<file path="src/rtl/fir_output_stage_if.sv">
// Capture input, status and output handshake bundle for the FIR output stage.
// slave is the stage's own view; master is the producer/sink environment.
interface fir_output_stage_if #(
    parameter int ACC_W  = 36,
    parameter int OUT_W  = 16,
    parameter int ADDR_W = 2
);
    logic                    capture_en;
    logic signed [ACC_W-1:0] acc_in;
    logic                    clear_flags;
    logic signed [OUT_W-1:0] out_data;
    logic                    out_valid;
    logic                    out_ready;
    logic                    sat_flag;
    logic                    overflow;
    logic [ADDR_W:0]         fifo_level;

    modport slave (
        input  capture_en, acc_in, clear_flags, out_ready,
        output out_data, out_valid, sat_flag, overflow, fifo_level
    );

    modport master (
        output capture_en, acc_in, clear_flags, out_ready,
        input  out_data, out_valid, sat_flag, overflow, fifo_level
    );
endinterface

</file>
<file path="src/rtl/fir_output_stage.sv">
// Rounds/saturates the MAC accumulator on capture_en and queues it for a valid/ready sink.
// Capture to out_valid takes 2 edges; a push into a full FIFO with no pop is dropped and flags overflow.
module fir_output_stage #(
    parameter int ACC_W  = 36,
    parameter int OUT_W  = 16,
    parameter int SHIFT  = 15,
    parameter int DEPTH  = 4,
    parameter int ADDR_W = 2
) (
    input  logic                clk,
    input  logic                reset,
    fir_output_stage_if.slave   bus
);
    // Extra sign bit keeps the rounding add from wrapping at the top of the accumulator range.
    localparam logic signed [ACC_W:0] ROUND_C = {{ACC_W{1'b0}}, 1'b1} << (SHIFT - 1);
    localparam logic signed [ACC_W:0] SAT_MAX = {{(ACC_W + 2 - OUT_W){1'b0}}, {(OUT_W - 1){1'b1}}};
    localparam logic signed [ACC_W:0] SAT_MIN = {{(ACC_W + 2 - OUT_W){1'b1}}, {(OUT_W - 1){1'b0}}};

    logic                    stage_valid_q, stage_valid_d;
    logic signed [OUT_W-1:0] stage_data_q, stage_data_d;
    logic                    sat_flag_q, sat_flag_d;
    logic                    overflow_q, overflow_d;
    logic [OUT_W-1:0]        mem_q [DEPTH];
    logic [OUT_W-1:0]        mem_d [DEPTH];
    logic [ADDR_W-1:0]       wr_ptr_q, wr_ptr_d;
    logic [ADDR_W-1:0]       rd_ptr_q, rd_ptr_d;
    logic [ADDR_W:0]         count_q, count_d;

    logic signed [ACC_W:0]   acc_ext;
    logic signed [ACC_W:0]   acc_sum;
    logic signed [ACC_W:0]   acc_rnd;
    logic                    sat_hi, sat_lo;
    logic                    not_empty, full, pop, push, drop;

    always_comb begin
        acc_ext = {bus.acc_in[ACC_W-1], bus.acc_in};
        acc_sum = acc_ext + ROUND_C;
        acc_rnd = acc_sum >>> SHIFT;
        sat_hi  = acc_rnd > SAT_MAX;
        sat_lo  = acc_rnd < SAT_MIN;

        stage_valid_d = bus.capture_en;
        stage_data_d  = stage_data_q;
        if (bus.capture_en) begin
            if (sat_hi)      stage_data_d = SAT_MAX[OUT_W-1:0];
            else if (sat_lo) stage_data_d = SAT_MIN[OUT_W-1:0];
            else             stage_data_d = acc_rnd[OUT_W-1:0];
        end
    end

    // A full FIFO still accepts the staged sample when the head leaves at the same edge.
    always_comb begin
        not_empty = count_q != '0;
        full      = count_q == (ADDR_W + 1)'(DEPTH);
        pop       = not_empty && bus.out_ready;
        push      = stage_valid_q && (!full || pop);
        drop      = stage_valid_q && full && !pop;

        mem_d    = mem_q;
        wr_ptr_d = wr_ptr_q;
        rd_ptr_d = rd_ptr_q;
        if (push) begin
            mem_d[wr_ptr_q] = stage_data_q;
            wr_ptr_d        = wr_ptr_q + ADDR_W'(1);
        end
        if (pop) begin
            rd_ptr_d = rd_ptr_q + ADDR_W'(1);
        end
        count_d = count_q + (ADDR_W + 1)'(push) - (ADDR_W + 1)'(pop);

        sat_flag_d = (bus.capture_en && (sat_hi || sat_lo)) || (sat_flag_q && !bus.clear_flags);
        overflow_d = drop || (overflow_q && !bus.clear_flags);
    end

    always_ff @(posedge clk or posedge reset) begin
        if (reset) begin
            stage_valid_q <= 1'b0;
            stage_data_q  <= '0;
            sat_flag_q    <= 1'b0;
            overflow_q    <= 1'b0;
            wr_ptr_q      <= '0;
            rd_ptr_q      <= '0;
            count_q       <= '0;
            for (int i = 0; i < DEPTH; i++) begin
                mem_q[i] <= '0;
            end
        end else begin
            stage_valid_q <= stage_valid_d;
            stage_data_q  <= stage_data_d;
            sat_flag_q    <= sat_flag_d;
            overflow_q    <= overflow_d;
            wr_ptr_q      <= wr_ptr_d;
            rd_ptr_q      <= rd_ptr_d;
            count_q       <= count_d;
            mem_q         <= mem_d;
        end
    end

    assign bus.out_data   = mem_q[rd_ptr_q];
    assign bus.out_valid  = not_empty;
    assign bus.sat_flag   = sat_flag_q;
    assign bus.overflow   = overflow_q;
    assign bus.fifo_level = count_q;
endmodule

</file>
<file path="src/flat_wrapper.sv">
// flat-port wrapper written by rule: the top's interface ports become plain ports
module fir_output_stage_flat 
#(
    parameter int ACC_W  = 36,
    parameter int OUT_W  = 16,
    parameter int SHIFT  = 15,
    parameter int DEPTH  = 4,
    parameter int ADDR_W = 2
)
  (clk, reset, bus_capture_en, bus_acc_in, bus_clear_flags, bus_out_ready, bus_out_data, bus_out_valid, bus_sat_flag, bus_overflow, bus_fifo_level);
  fir_output_stage_if #(.ACC_W(ACC_W), .OUT_W(OUT_W), .ADDR_W(ADDR_W)) bus_i ();
  input  logic clk;
  input  logic reset;
  input wire logic [$bits(bus_i.capture_en)-1:0] bus_capture_en;
  input wire logic [$bits(bus_i.acc_in)-1:0] bus_acc_in;
  input wire logic [$bits(bus_i.clear_flags)-1:0] bus_clear_flags;
  input wire logic [$bits(bus_i.out_ready)-1:0] bus_out_ready;
  output wire logic [$bits(bus_i.out_data)-1:0] bus_out_data;
  output wire logic [$bits(bus_i.out_valid)-1:0] bus_out_valid;
  output wire logic [$bits(bus_i.sat_flag)-1:0] bus_sat_flag;
  output wire logic [$bits(bus_i.overflow)-1:0] bus_overflow;
  output wire logic [$bits(bus_i.fifo_level)-1:0] bus_fifo_level;
  assign bus_i.capture_en = bus_capture_en;
  assign bus_i.acc_in = bus_acc_in;
  assign bus_i.clear_flags = bus_clear_flags;
  assign bus_i.out_ready = bus_out_ready;
  assign bus_out_data = bus_i.out_data;
  assign bus_out_valid = bus_i.out_valid;
  assign bus_sat_flag = bus_i.sat_flag;
  assign bus_overflow = bus_i.overflow;
  assign bus_fifo_level = bus_i.fifo_level;
  fir_output_stage #(.ACC_W(ACC_W), .OUT_W(OUT_W), .SHIFT(SHIFT), .DEPTH(DEPTH), .ADDR_W(ADDR_W)) u_core (.clk(clk), .reset(reset), .bus(bus_i));
endmodule
</file>
<file path="config.mk">
export PLATFORM = sky130hd
export DESIGN_NAME = fir_output_stage_flat
export DESIGN_NICKNAME = d
export VERILOG_FILES = /design/src/rtl/fir_output_stage_if.sv /design/src/rtl/fir_output_stage.sv /design/src/flat_wrapper.sv
export SDC_FILE = /design/constraint.sdc
export NUM_CORES = 1
export LEC_CHECK = 0
export CAP_MARGIN = 20
export CELL_PAD_IN_SITES_DETAIL_PLACEMENT = 0
export CELL_PAD_IN_SITES_GLOBAL_PLACEMENT = 2
export CORE_ASPECT_RATIO = 0.8
export CORE_MARGIN = 4
export CORE_UTILIZATION = 25
export DETAILED_ROUTE_END_ITERATION = 10
export HOLD_SLACK_MARGIN = 0.02
export PLACE_DENSITY_LB_ADDON = 0.12
export SLEW_MARGIN = 20
export SYNTH_ARGS = -nofsm -noshare
export SYNTH_HDL_FRONTEND = slang
export SYNTH_SLANG_ARGS = --single-unit
</file>
<file path="constraint.sdc">
create_clock -name clk -period 5.3 [get_ports clk]
set_clock_uncertainty 0.05 [all_clocks]
set_input_delay 1.59 -clock clk [delete_from_list [all_inputs] [get_ports clk]]
set_output_delay 1.59 -clock clk [all_outputs]
set_load 0.1 [all_outputs]
</file>
---- Word level (Yosys, flattened, before mapping) ----
Index checks and enable logic that the tools add are counted.
operators by class
  $add $sub $neg .......................... 5
  order comparisons ....................... 5
  equality and inequality tests ........... 1
  multiplexer cells ....................... 8
  bitwise logic cells ..................... 2
  reductions and logical operators ........ 16
operators by type and width
  cell                    count
  $mux 16                 5
  $bwmux 64               1
  $add 36x16->37 const B  1
  $bmux 16 s2             1
  $demux 16 s2            1
  $gt 22x16->1 const B    1
  $lt 22x16->1 const B    1
  $logic_and 1x1->1       8
  $ge 3x3->1 const B      2
  $not 2->3               2
  $add 2x1->2 const B     2
  $logic_or 1x1->1        4
  $add 3x1->3             1
  $eq 3x3->1 const B      1
  $logic_not 1->1         3
  $lt 3x1->1 const B      1
  $reduce_bool 3->1       1
  $sub 3x1->3             1
word-level totals
  bits in registers ....................... 90
  output and inout bits ................... 22
  logic and storage cells ................. 48

---- Longest topological paths before layout ----
  depth in word-level cells ............... 6
  gate-level depth with buffers ........... 8
  mapped depth without buffers ............ 8

---- Worst setup path after synthesis ----
OpenSTA, ideal clock, no wires.
  path kind ............................... register -> output
  start point ............................. reg u_core.rd_ptr_q[1]
  end point ............................... out bus_out_data[7]
  arrival ................................. 1.982 ns
  setup slack ............................. 1.678 ns
  stages on the path, launching flop included .. 4
  path buffers ............................ 2
  cells stage by stage .................... dfrtp_1 > clkbuf_1 > buf_1 > mux4_2
on the way
  longest elaborated chain between the ends .. 4
RTL lines
  element                                      line                    text
  start: declaration                           fir_output_stage.sv:26  logic [ADDR_W-1:0] rd_ptr_q, rd_ptr_d;
  start signal: assignment                     fir_output_stage.sv:93  rd_ptr_q <= rd_ptr_d;
  $not 2->3 (not written as such)              fir_output_stage.sv:99  assign bus.out_data = mem_q[rd_ptr_q];
  $bmux 16 s2                                  fir_output_stage.sv:99
  $mux 16 (not written as such) (2 in series)  fir_output_stage.sv:99
  end: declaration                             flat_wrapper.sv:18      output wire logic [$bits(bus_i.out_data)-1:0] bus_out_data;
Every way passes these cells. The select of a mux whose other input is x is not followed.

---- Final worst setup path ----
  start point ............................. in bus_acc_in[14]
  end point ............................... reg u_core.stage_data_q[5]
on the way
  longest elaborated chain between the ends .. 4
  elaborated cells on any way between the ends .. 5
  those cells by class .................... 1 x add/sub; 2 x order compare; 2 x mux
RTL lines
  element                 line                    text
  start: declaration      flat_wrapper.sv:15      input wire logic [$bits(bus_i.acc_in)-1:0] bus_acc_in;
  $add 36x16->37 (*)      fir_output_stage.sv:37  acc_sum = acc_ext + ROUND_C;
  $lt 22x16->1            fir_output_stage.sv:40  sat_lo = acc_rnd < SAT_MIN;
  $mux 16                 fir_output_stage.sv:46  else if (sat_lo) stage_data_d = SAT_MIN[OUT_W-1:0];
  $mux 16 (*)             fir_output_stage.sv:45  if (sat_hi) stage_data_d = SAT_MAX[OUT_W-1:0];
  end signal: assignment  fir_output_stage.sv:89  stage_data_q <= stage_data_d;
  end: declaration        fir_output_stage.sv:20  logic signed [OUT_W-1:0] stage_data_q, stage_data_d;
Every way passes the cells marked *; elsewhere a longest branch is shown, timed or not.
A chain may end at the register's enable or synchronous reset.

==> results.json <==
{
  "grt_pass1_vias": 3081,
  "synth-edff-count": 0,
  "ff2ff_path_depth": 4,
  "ys.flop_type": "dfrtp_1",
  "dr_total_vias": 2986,
  "seq_area_sq_um": 2250,
  "cts.htree.levels": 3,
  "syn_nets": 407,
  "path_cells": "clkdlybuf4s50_1 -> ha_1 -> nand3_1 -> buf_4 -> nor4_1 -> nand4b_1 -> a22oi_4 -> a31oi_1 -> a311oi_1",
  "cts_setup_buffers": 0,
  "place_congestion": 0.669,
  "power_density_nw_per_um2": 709,
  "fmax_mhz": 241,
  "met2WireLength_um": 4910,
  "min_to": "u_core.mem_q[31]",
  "crit_family": "compound AO/OA/AOI/OAI gates",
  "leakage_uw": 0.00214,
  "crit_path_end_kind": "flop",
  "start_util_pct": 25.9,
  "dr.pass1.iters": 4,
  "grt_pass1_wl_um": 17800,
  "multi_input_area_sq_um": 2180,
  "crit_buf_inv": 2,
  "grt-ovfl-total": 0,
  "critPathMaxStageDelay_ns": 0.54,
  "relSlewSlack_pct": 34.7,
  "areaGrowthSynthToFinish_pct": 22.3,
  "nets": 459,
  "hp-class": "reg2reg",
  "worst_hold_slack_ns": 0.432,
  "r2r_slack_ns": 2.82,
  "wl_met3_um": 330,
  "holdBufCountCts": 0,
  "run_status": "finished, final reports clean",
  "grtUsageTotal_pct": 11.3,
  "place_area_sq_um": 5290,
  "first_iter_violations": 120,
  "layout_commonest_cell": "dfrtp_1",
  "synth_area_leader_cell": "dfrtp_1",
  "tritoncts": "built",
  "whs_path_depth": 2,
  "arrival_ns": 4.34,
  "hold_viol_final": 0,
  "finalSetupViolCount": 0,
  "clock_latency_ns": 0.35,
  "pin_count": 63,
  "m1WireLength_um": 5580,
  "path_clk_slew_ns": 0.06,
  "die_h_um": 129,
  "wl_per_cell_um": 17.2,
  "fillCellCount": 1779,
  "worstPathMaxFanout": 16,
  "max-cap-violations": 0,
  "synth_area_sq_um": 4550,
  "reg2reg_to": "u_core.mem_q[3]",
  "final_cell_mix": "90 x dfrtp_1, 60 x mux2_2, 42 x clkdlybuf4s50_1, 23 x nor2_1, 19 x nand2_1",
  "synth_top_area_share_pct": 49.5,
  "dp_slack_ns": 0.762,
  "num_rows": 43,
  "antenna_found_initial": 0,
  "synth-seq-cells": 90,
  "setup_ws_ns": 1.16,
  "ant_nets": 0,
  "cts_sinks": 90,
  "highest_layer": "met4",
  "ys_warn_count": 0,
  "min_from": "u_core.mem_q[31]",
  "cts_resized": 0,
  "r2r-start": "u_core.bus.fifo_level[2]",
  "die_x_um": 159,
  "finalCriticalPeriod_ns": 4.14,
  "viasPerCell": 4.67,
  "finish.instance_area_sq_um": 5570,
  "drt_wl_total_um": 11000,
  "async_flop_share_pct": 100,
  "required_ns": 5.50,
  "core_sq_um": 17600,
  "drive_above_1_share_pct": 29.6,
  "crit_type": "in2reg",
  "grt_max_degree": 56,
  "cts_root_buf": "clkbuf_16",
  "synth.top_cells.by_area": "dfrtp_1 49%, mux2_2 15%, mux4_2 7.9%",
  "clock_path_buffers": 2,
  "dieArea_sq_um": 20400,
  "dpl.hpwl_um": 7720,
  "syn_inst": 358,
  "avgSynthCellArea_sq_um": 12.7,
  "drc_errors": 0,
  "fin_crit_sh_pct": 78.2,
  "numCtsBuffers": 9,
  "worst_path_max_delay_cell": "nor4_1",
  "ir_worst_vdd_mv": 0.281,
  "diodes": 0,
  "drv_slew": 0,
  "worstMarginPinSlew_ns": 0.977,
  "synth_cell_type_count": 44,
  "rsz0062_at_grt": "no",
  "setup_tns_ns": 0,
  "ys_seq_area_share_pct": 49.5,
  "startpoint_type": "primary input",
  "portBuffers": 48
}
==> stage by stage <==
step	util (%)	instances	total power [uW]
detailed placement	30.1	624	3400
CTS	31.6	640	4010
global route	31.6	640	4140
global placement	30.1	624	3360
floorplan	-	358	2890
finish	31.6	640	3940
==> routing by layer <==
layer  vias to the layer above  track usage (%)
met5                         -                0
met4                         0             4.13
met3                        14             2.66
met2                        46             17.3
met1                      1507             15.7
li1                       1419                -
==> synthesized netlist by cell type, types with 2 or more instances <==
library cell and count:
o211ai_2 3, o21ai_0 9, a211oi_1 2, nor4_1 7, xnor2_1 17, a211oi_2 4, and4_1 2, a31oi_1 14
nand2_1 19, and2_1 4, nand3_1 7, ha_1 7, and3_1 2, or3_4 2, clkbuf_1 12, xor2_1 8
dfrtp_1 90, mux2_2 60, o21ai_1 3, nor2_1 23, nor3_1 7, inv_1 12, nand4_1 3, mux4_2 16
a311oi_1 6
==> state kept, by name, summed over array words and instances, names as in the netlist <==
signal                 count
u_core.wr_ptr_q            2
u_core.rd_ptr_q            2
u_core.mem_q              64
u_core.bus.fifo_level      3
u_core.stage_valid_q       1
u_core.bus.overflow        1
u_core.bus.sat_flag        1
u_core.stage_data_q       16
==> worst max path at each step <==
stage                                   from                  endpoint  slack, ns  cells past startpoint
after global routing          bus_acc_in[14]    u_core.stage_data_q[6]       0.96                      9
final                         bus_acc_in[14]    u_core.stage_data_q[5]       1.16                      9
after global placement        bus_acc_in[14]    u_core.stage_data_q[5]       0.67                      9
after detailed placement      bus_acc_in[14]    u_core.stage_data_q[5]       0.76                      9
after floorplan                        reset  u_core.bus.fifo_level[0]       1.32                      1
after CTS                 u_core.rd_ptr_q[0]          bus_out_data[10]       1.13                      3
==> tightest hold or removal path, cell delays in order (launching register included) <==
cell and delay [ns]:
dfrtp_1 0.34, nand2_1 0.05, o21ai_0 0.06
==> final cells by class <==
type	count	share of cell area (%)
clock buffers	11	4.36
clock inverters	5	0.540
inverters	13	0.922
multi-input cells	240	39.2
flip-flops and latches	90	40.5
well taps	225	5.06
repair buffers	56	9.44
==> power breakdown <==
group	internal (uW)	switching, uW	leakage (uW)
clock network	328	273	0.000131
logic	739	1470	0.000977
registers	980	159	0.00103
total	2050	1900	0.00214
==> cell families after synthesis <==
group	count (synthesis)	synth area share, %
and+or+nand+nor	85	9.82
muxes	76	22.8
AOI/OAI and AO/OA	46	8.19
DFF	90	49.5
adders and majority gates	8	2.36
buffers and inverters	28	2.56
xor gates and xnor gates	25	4.81
No activity file was read; power rests on OpenSTA's default activity.
